File: config.mk
export PLATFORM = sky130hd
export DESIGN_NAME = frame_fifo_writer
export DESIGN_NICKNAME = d
export VERILOG_FILES = /design/src/rtl/frame_fifo_writer.sv
export SDC_FILE = /design/constraint.sdc
export NUM_CORES = 1
export LEC_CHECK = 0
export ABC_AREA = 1
export CORE_MARGIN = 2
export CORE_UTILIZATION = 45
export DETAILED_ROUTE_END_ITERATION = 10
export PLACE_DENSITY = 0.76
export REMOVE_ABC_BUFFERS = 1
export SLEW_MARGIN = 10
export SYNTH_ARGS = -nofsm -noshare
export SYNTH_HDL_FRONTEND = slang
export SYNTH_SLANG_ARGS = --single-unit
File: constraint.sdc
create_clock -name wclk -period 2.3 [get_ports wclk]
set_input_delay 0.46 -clock wclk [delete_from_list [all_inputs] [get_ports wclk]]
set_output_delay 0.46 -clock wclk [all_outputs]
set_load 0.005 [all_outputs]
File: src/rtl/frame_fifo_writer.sv
// Write-side producer for the dual-clock frame FIFO: enforces sop/eop framing,
// applies FIFO backpressure, truncates over-length frames and keeps statistics.
module frame_fifo_writer #(
    parameter int DATA_WIDTH = 32,
    parameter int MAX_LEN    = 256,
    parameter int LEN_WIDTH  = 9,
    parameter int CNT_WIDTH  = 16
) (
    input  logic                  wclk,
    input  logic                  rst_n,
    input  logic                  sw_rst,
    input  logic                  enable,
    input  logic                  in_valid,
    output logic                  in_ready,
    input  logic [DATA_WIDTH-1:0] in_data,
    input  logic                  in_sop,
    input  logic                  in_eop,
    input  logic                  fifo_almost_full,
    input  logic                  fifo_full,
    output logic                  fifo_wr_en,
    output logic [DATA_WIDTH-1:0] fifo_wr_data,
    output logic                  fifo_sop,
    output logic                  fifo_eop,
    output logic                  busy,
    output logic [CNT_WIDTH-1:0]  frame_cnt,
    output logic [CNT_WIDTH-1:0]  trunc_cnt,
    output logic [CNT_WIDTH-1:0]  err_cnt
);

    typedef enum logic [1:0] {
        ST_IDLE = 2'd0,
        ST_PASS = 2'd1,
        ST_DROP = 2'd2
    } state_t;

    localparam logic [LEN_WIDTH-1:0] LEN_ZERO = {LEN_WIDTH{1'b0}};
    localparam logic [LEN_WIDTH-1:0] LEN_ONE  = {{(LEN_WIDTH-1){1'b0}}, 1'b1};
    localparam logic [LEN_WIDTH-1:0] LEN_LAST = LEN_WIDTH'(MAX_LEN - 1);

    state_t                  state_r;
    state_t                  state_s;
    logic [LEN_WIDTH-1:0]    len_r;
    logic [LEN_WIDTH-1:0]    len_s;
    logic                    in_ready_s;
    logic                    accept_s;
    logic                    write_s;
    logic                    wr_sop_s;
    logic                    wr_eop_s;
    logic                    frame_inc_s;
    logic                    trunc_inc_s;
    logic                    err_inc_s;

    logic                    fifo_wr_en_r;
    logic [DATA_WIDTH-1:0]   fifo_wr_data_r;
    logic                    fifo_sop_r;
    logic                    fifo_eop_r;
    logic                    busy_r;
    logic [CNT_WIDTH-1:0]    frame_cnt_r;
    logic [CNT_WIDTH-1:0]    trunc_cnt_r;
    logic [CNT_WIDTH-1:0]    err_cnt_r;

    // Saturating increment: counters stick at all-ones instead of wrapping.
    function automatic logic [CNT_WIDTH-1:0] sat_inc(
        input logic [CNT_WIDTH-1:0] cnt,
        input logic                 inc
    );
        if (inc && (cnt != {CNT_WIDTH{1'b1}})) begin
            return cnt + {{(CNT_WIDTH-1){1'b0}}, 1'b1};
        end else begin
            return cnt;
        end
    endfunction

    // Ready generation: DROP swallows words without needing FIFO space.
    always_comb begin
        in_ready_s = 1'b0;
        case (state_r)
            ST_IDLE: in_ready_s = enable && !fifo_almost_full && !fifo_full;
            ST_PASS: in_ready_s = !fifo_almost_full && !fifo_full;
            ST_DROP: in_ready_s = 1'b1;
            default: in_ready_s = 1'b0;
        endcase
    end

    assign accept_s = in_valid && in_ready_s;

    // Next-state, write decision and counter-increment decode.
    always_comb begin
        state_s     = state_r;
        len_s       = len_r;
        write_s     = 1'b0;
        wr_sop_s    = 1'b0;
        wr_eop_s    = 1'b0;
        frame_inc_s = 1'b0;
        trunc_inc_s = 1'b0;
        err_inc_s   = 1'b0;
        case (state_r)
            ST_IDLE: begin
                if (accept_s && in_sop) begin
                    write_s  = 1'b1;
                    wr_sop_s = 1'b1;
                    if (in_eop) begin
                        wr_eop_s    = 1'b1;
                        frame_inc_s = 1'b1;
                    end else begin
                        state_s = ST_PASS;
                        len_s   = LEN_ONE;
                    end
                end else if (accept_s) begin
                    err_inc_s = 1'b1;
                end else begin
                    state_s = ST_IDLE;
                end
            end
            ST_PASS: begin
                if (accept_s) begin
                    write_s   = 1'b1;
                    err_inc_s = in_sop;
                    if (in_eop) begin
                        wr_eop_s    = 1'b1;
                        frame_inc_s = 1'b1;
                        state_s     = ST_IDLE;
                        len_s       = LEN_ZERO;
                    end else if (len_r == LEN_LAST) begin
                        // Frame hit MAX_LEN: close it here and discard the tail.
                        wr_eop_s    = 1'b1;
                        frame_inc_s = 1'b1;
                        trunc_inc_s = 1'b1;
                        state_s     = ST_DROP;
                        len_s       = LEN_ZERO;
                    end else begin
                        len_s = len_r + LEN_ONE;
                    end
                end else begin
                    state_s = ST_PASS;
                end
            end
            ST_DROP: begin
                if (accept_s && in_eop) begin
                    state_s = ST_IDLE;
                end else begin
                    state_s = ST_DROP;
                end
            end
            default: begin
                state_s = ST_IDLE;
                len_s   = LEN_ZERO;
            end
        endcase
    end

    // State, output register and statistics; sw_rst mirrors rst_n synchronously.
    always_ff @(posedge wclk or negedge rst_n) begin
        if (!rst_n) begin
            state_r        <= ST_IDLE;
            len_r          <= LEN_ZERO;
            fifo_wr_en_r   <= 1'b0;
            fifo_wr_data_r <= {DATA_WIDTH{1'b0}};
            fifo_sop_r     <= 1'b0;
            fifo_eop_r     <= 1'b0;
            busy_r         <= 1'b0;
            frame_cnt_r    <= {CNT_WIDTH{1'b0}};
            trunc_cnt_r    <= {CNT_WIDTH{1'b0}};
            err_cnt_r      <= {CNT_WIDTH{1'b0}};
        end else if (sw_rst) begin
            state_r        <= ST_IDLE;
            len_r          <= LEN_ZERO;
            fifo_wr_en_r   <= 1'b0;
            fifo_wr_data_r <= {DATA_WIDTH{1'b0}};
            fifo_sop_r     <= 1'b0;
            fifo_eop_r     <= 1'b0;
            busy_r         <= 1'b0;
            frame_cnt_r    <= {CNT_WIDTH{1'b0}};
            trunc_cnt_r    <= {CNT_WIDTH{1'b0}};
            err_cnt_r      <= {CNT_WIDTH{1'b0}};
        end else begin
            state_r      <= state_s;
            len_r        <= len_s;
            fifo_wr_en_r <= write_s;
            fifo_sop_r   <= wr_sop_s;
            fifo_eop_r   <= wr_eop_s;
            busy_r       <= (state_s != ST_IDLE);
            frame_cnt_r  <= sat_inc(frame_cnt_r, frame_inc_s);
            trunc_cnt_r  <= sat_inc(trunc_cnt_r, trunc_inc_s);
            err_cnt_r    <= sat_inc(err_cnt_r, err_inc_s);
            if (write_s) begin
                fifo_wr_data_r <= in_data;
            end
        end
    end

    assign in_ready     = in_ready_s;
    assign fifo_wr_en   = fifo_wr_en_r;
    assign fifo_wr_data = fifo_wr_data_r;
    assign fifo_sop     = fifo_sop_r;
    assign fifo_eop     = fifo_eop_r;
    assign busy         = busy_r;
    assign frame_cnt    = frame_cnt_r;
    assign trunc_cnt    = trunc_cnt_r;
    assign err_cnt      = err_cnt_r;

endmodule
==> flow_metrics.tcl <==
set metrics [dict create \
    status "completed" \
    placed_cells 1085 \
    dieArea_um2 13800 \
    postCtsHoldBufs 0 \
    muxShareOfSynthArea 0 \
    synth_seq_area_share 0.410 \
    skew_ps 5.07 \
    grt-ovfl-total 0 \
    grt_use_total 0.217 \
    synth_top_family_by_area "simple AND/OR/NAND/NOR gates" \
    start_kind "primary input" \
    ios 126 \
    drt_pass1_iterations 5 \
    grt_max_degree 43 \
    die_x_um 118 \
    multi_input_area_um2 2890 \
    final-setup-viol-count 0 \
    dieHeight_um 118 \
    path_max_fanout 2 \
    rsz0062_at_grt "no" \
    grt_pass1_vias 5288 \
    peakVddDrop_v 0.000344 \
    synth_area_um2 5800 \
    vias 5576 \
    fmax_mhz 445 \
    netSwitchingPower_uw 888 \
    post_cts_buffers 0 \
    fill_cells 1176 \
    clkPwrFrac 0.392 \
    required_ps 1840 \
    synth_xor_area_frac 0.0453 \
    critical_path.endpoint_type "primary output" \
    core_area_um2 12600 \
    slew_headroom 0.718 \
    drt_iter0_drc 376 \
    gp_congestion 0.861 \
    port-buffer-count 125 \
    p_int_uw 2700 \
    synth_compound_gate_area_share 0.0218 \
    worstReg2RegStart "frame_cnt[0]" \
    htreeDepth 3 \
    start_util 0.460 \
    synth_area_per_cell_um2 7.28 \
    rows 41 \
    cts_buffers 9 \
    timing.critical_path.to "in_ready" \
    hold_viol_final 0 \
    wl_um 14600 \
    grt_pass1_wl_um 25100 \
    pwr-share-comb 0.118 \
    drc 0 \
    post_route_cells_drive_above_1_share 0.0883 \
    final_nets 969 \
    hp-class "in2async" \
    clockBufferDepth 2 \
    sequentialPowerShare 0.490 \
    setup_ws_ps 54.6 \
    antenna_found_initial 0 \
    switching_share 0.248 \
    crit_start "enable" \
    cap_viol_max_count 0 \
    insertion_delay_ps 340 \
    rr_endpoint "frame_cnt[13]" \
    cp.arrival_ps 1790 \
    root_buffer "clkbuf_16" \
    syn_inst 797 \
    synth_cell_type_count 35 \
    vias_per_cell 5.06 \
    synth-adder-area-share 0.00862 \
    crit_type "in2out" \
    worstMarginPinSlew_ps 421 \
    drv_slew 0 \
    final_cells 1101 \
    period_needed_ps 2250 \
    p_leak_uw 0.00377 \
    cts_tree "yes" \
    clk_pin_slew_worst_paths_ps 70 \
    ff_latch_area_um2 2380 \
    synthToLayoutAreaGrowth_pct 30.8 \
    cts_resized 0 \
    routedWlPerCell_um 13.3 \
    synth-simple-area-share 0.423 \
    powerDensity_nw_per_um2 472 \
    preCtsSetupSlack_ps 47.1 \
    place.detailed.hpwl_um 10300 \
    worstRegToRegCells 7 \
    rrSetupSlack_ps 460 \
    cts_sinks 95 \
    timing.final.crit_share 0.976 \
    ys_warn_count 0 \
    diodes 0 \
    ys_seq_elements 95 \
    ant_nets 0 \
]
## how the worst min path moves through the flow
stage                     startpoint            to  depth (start not counted)
after floorplan                rst_n          busy                          0
after global placement         rst_n  frame_cnt[3]                          1
after detailed placement       rst_n  frame_cnt[3]                          1
after CTS                      rst_n  frame_cnt[3]                          1
after global routing           rst_n  frame_cnt[3]                          1
final                          rst_n  frame_cnt[3]                          1
## cell type report
type,instances,share of cell area
sequential,95,0.313
timing repair buffer,147,0.194
clock buffer,11,0.0320
inverter,93,0.0466
clock inverter,5,0.00445
multi-input combinational,578,0.381
tap,172,0.0283
## critical path, cell delays in order
cell	delay (ps)
clkdlybuf4s50_1	480
inv_1	50
nand2_1	50
nand3_1	130
nand2_2	110
clkdlybuf4s50_1	520
## cells in the mapped netlist
cell	number	share of area
clkbuf_1	9	0.0058
nor2_2	4	0.0043
nand3_1	125	0.11
nor2_1	93	0.060
buf_6	3	0.0058
nand3b_4	1	0.0034
nand2_2	6	0.0065
nor2_4	7	0.014
a21oi_1	1	0.00086
nand3_2	4	0.0069
buf_4	5	0.0065
ha_1	4	0.0086
nand4_1	34	0.037
buf_2	7	0.0060
inv_1	85	0.055
xnor2_1	6	0.0091
nand2_1	222	0.14
dfrtp_1	95	0.41
and3_1	1	0.0011
nor3_2	3	0.0052
nor3_1	8	0.0069
inv_4	1	0.0011
o21bai_1	3	0.0039
inv_2	6	0.0039
o21ai_2	7	0.011
buf_1	6	0.0039
o21ai_0	3	0.0026
nor3_4	1	0.0028
xor2_1	24	0.036
a22oi_1	1	0.0013
nand2_4	3	0.0058
nand3b_1	14	0.018
clkinv_1	1	0.00065
o21ai_1	3	0.0026
buf_12	1	0.0034
## cells by family (layout without fill, tap and decap cells)
group,count (synthesis),in the layout
simple gates,526,526
buf+inv,124,256
flops,95,95
xor+xnor,30,30
compound gates,18,18
fa+ha+maj,4,4
## registers in the layout, indices dropped and copies added (netlist names)
register and flops:
len_r 9, fifo_wr_en 1, state_r 2, busy 1, err_cnt 16, fifo_sop 1, fifo_wr_data 32, trunc_cnt 16
frame_cnt 16, fifo_eop 1
## cells in the final DEF, fill, tap and decap left out, types with 14 or more instances in the layout
master           synthesis  layout
nand4_1                 34      34
xor2_1                  24      24
nand3_1                125     125
clkdlybuf4s50_1          0     124
nor2_1                  93      93
nand3b_1                14      14
buf_4                    5      18
dfrtp_1                 95      95
inv_1                   85      84
nand2_1                222     222
## power groups by stage
stage	registers [uW]	logic, uW	clock network [uW]
2_1_floorplan	1780	133	0
3_3_place_gp	1780	423	0
4_1_cts	1750	429	1440
3_5_place_dp	1780	427	0
5_1_grt	1760	468	1510
6_report	1750	422	1410
## through the flow
step / util / TNS, ps / area [um2] / power [uW] / hold slack (ps)
CTS: 0.602 / 0 / 7590 / 3620 / 51.0
global placement: 0.580 / 0 / 7320 / 2210 / 425
finish: 0.602 / 0 / 7590 / 3580 / 42.8
floorplan: - / -67900 / 5620 / 1920 / 164
global route: 0.602 / 0 / 7590 / 3740 / 62.7
detailed placement: 0.580 / 0 / 7320 / 2210 / 422
## routing by layer
layer / routed length, um / GRT usage
met1: 6690 / 0.296
met2: 6650 / 0.341
met3: 1060 / 0.0547
met4: 208 / 0.0648
met5: 0 / 0
(Power assumes the default switching activity.)
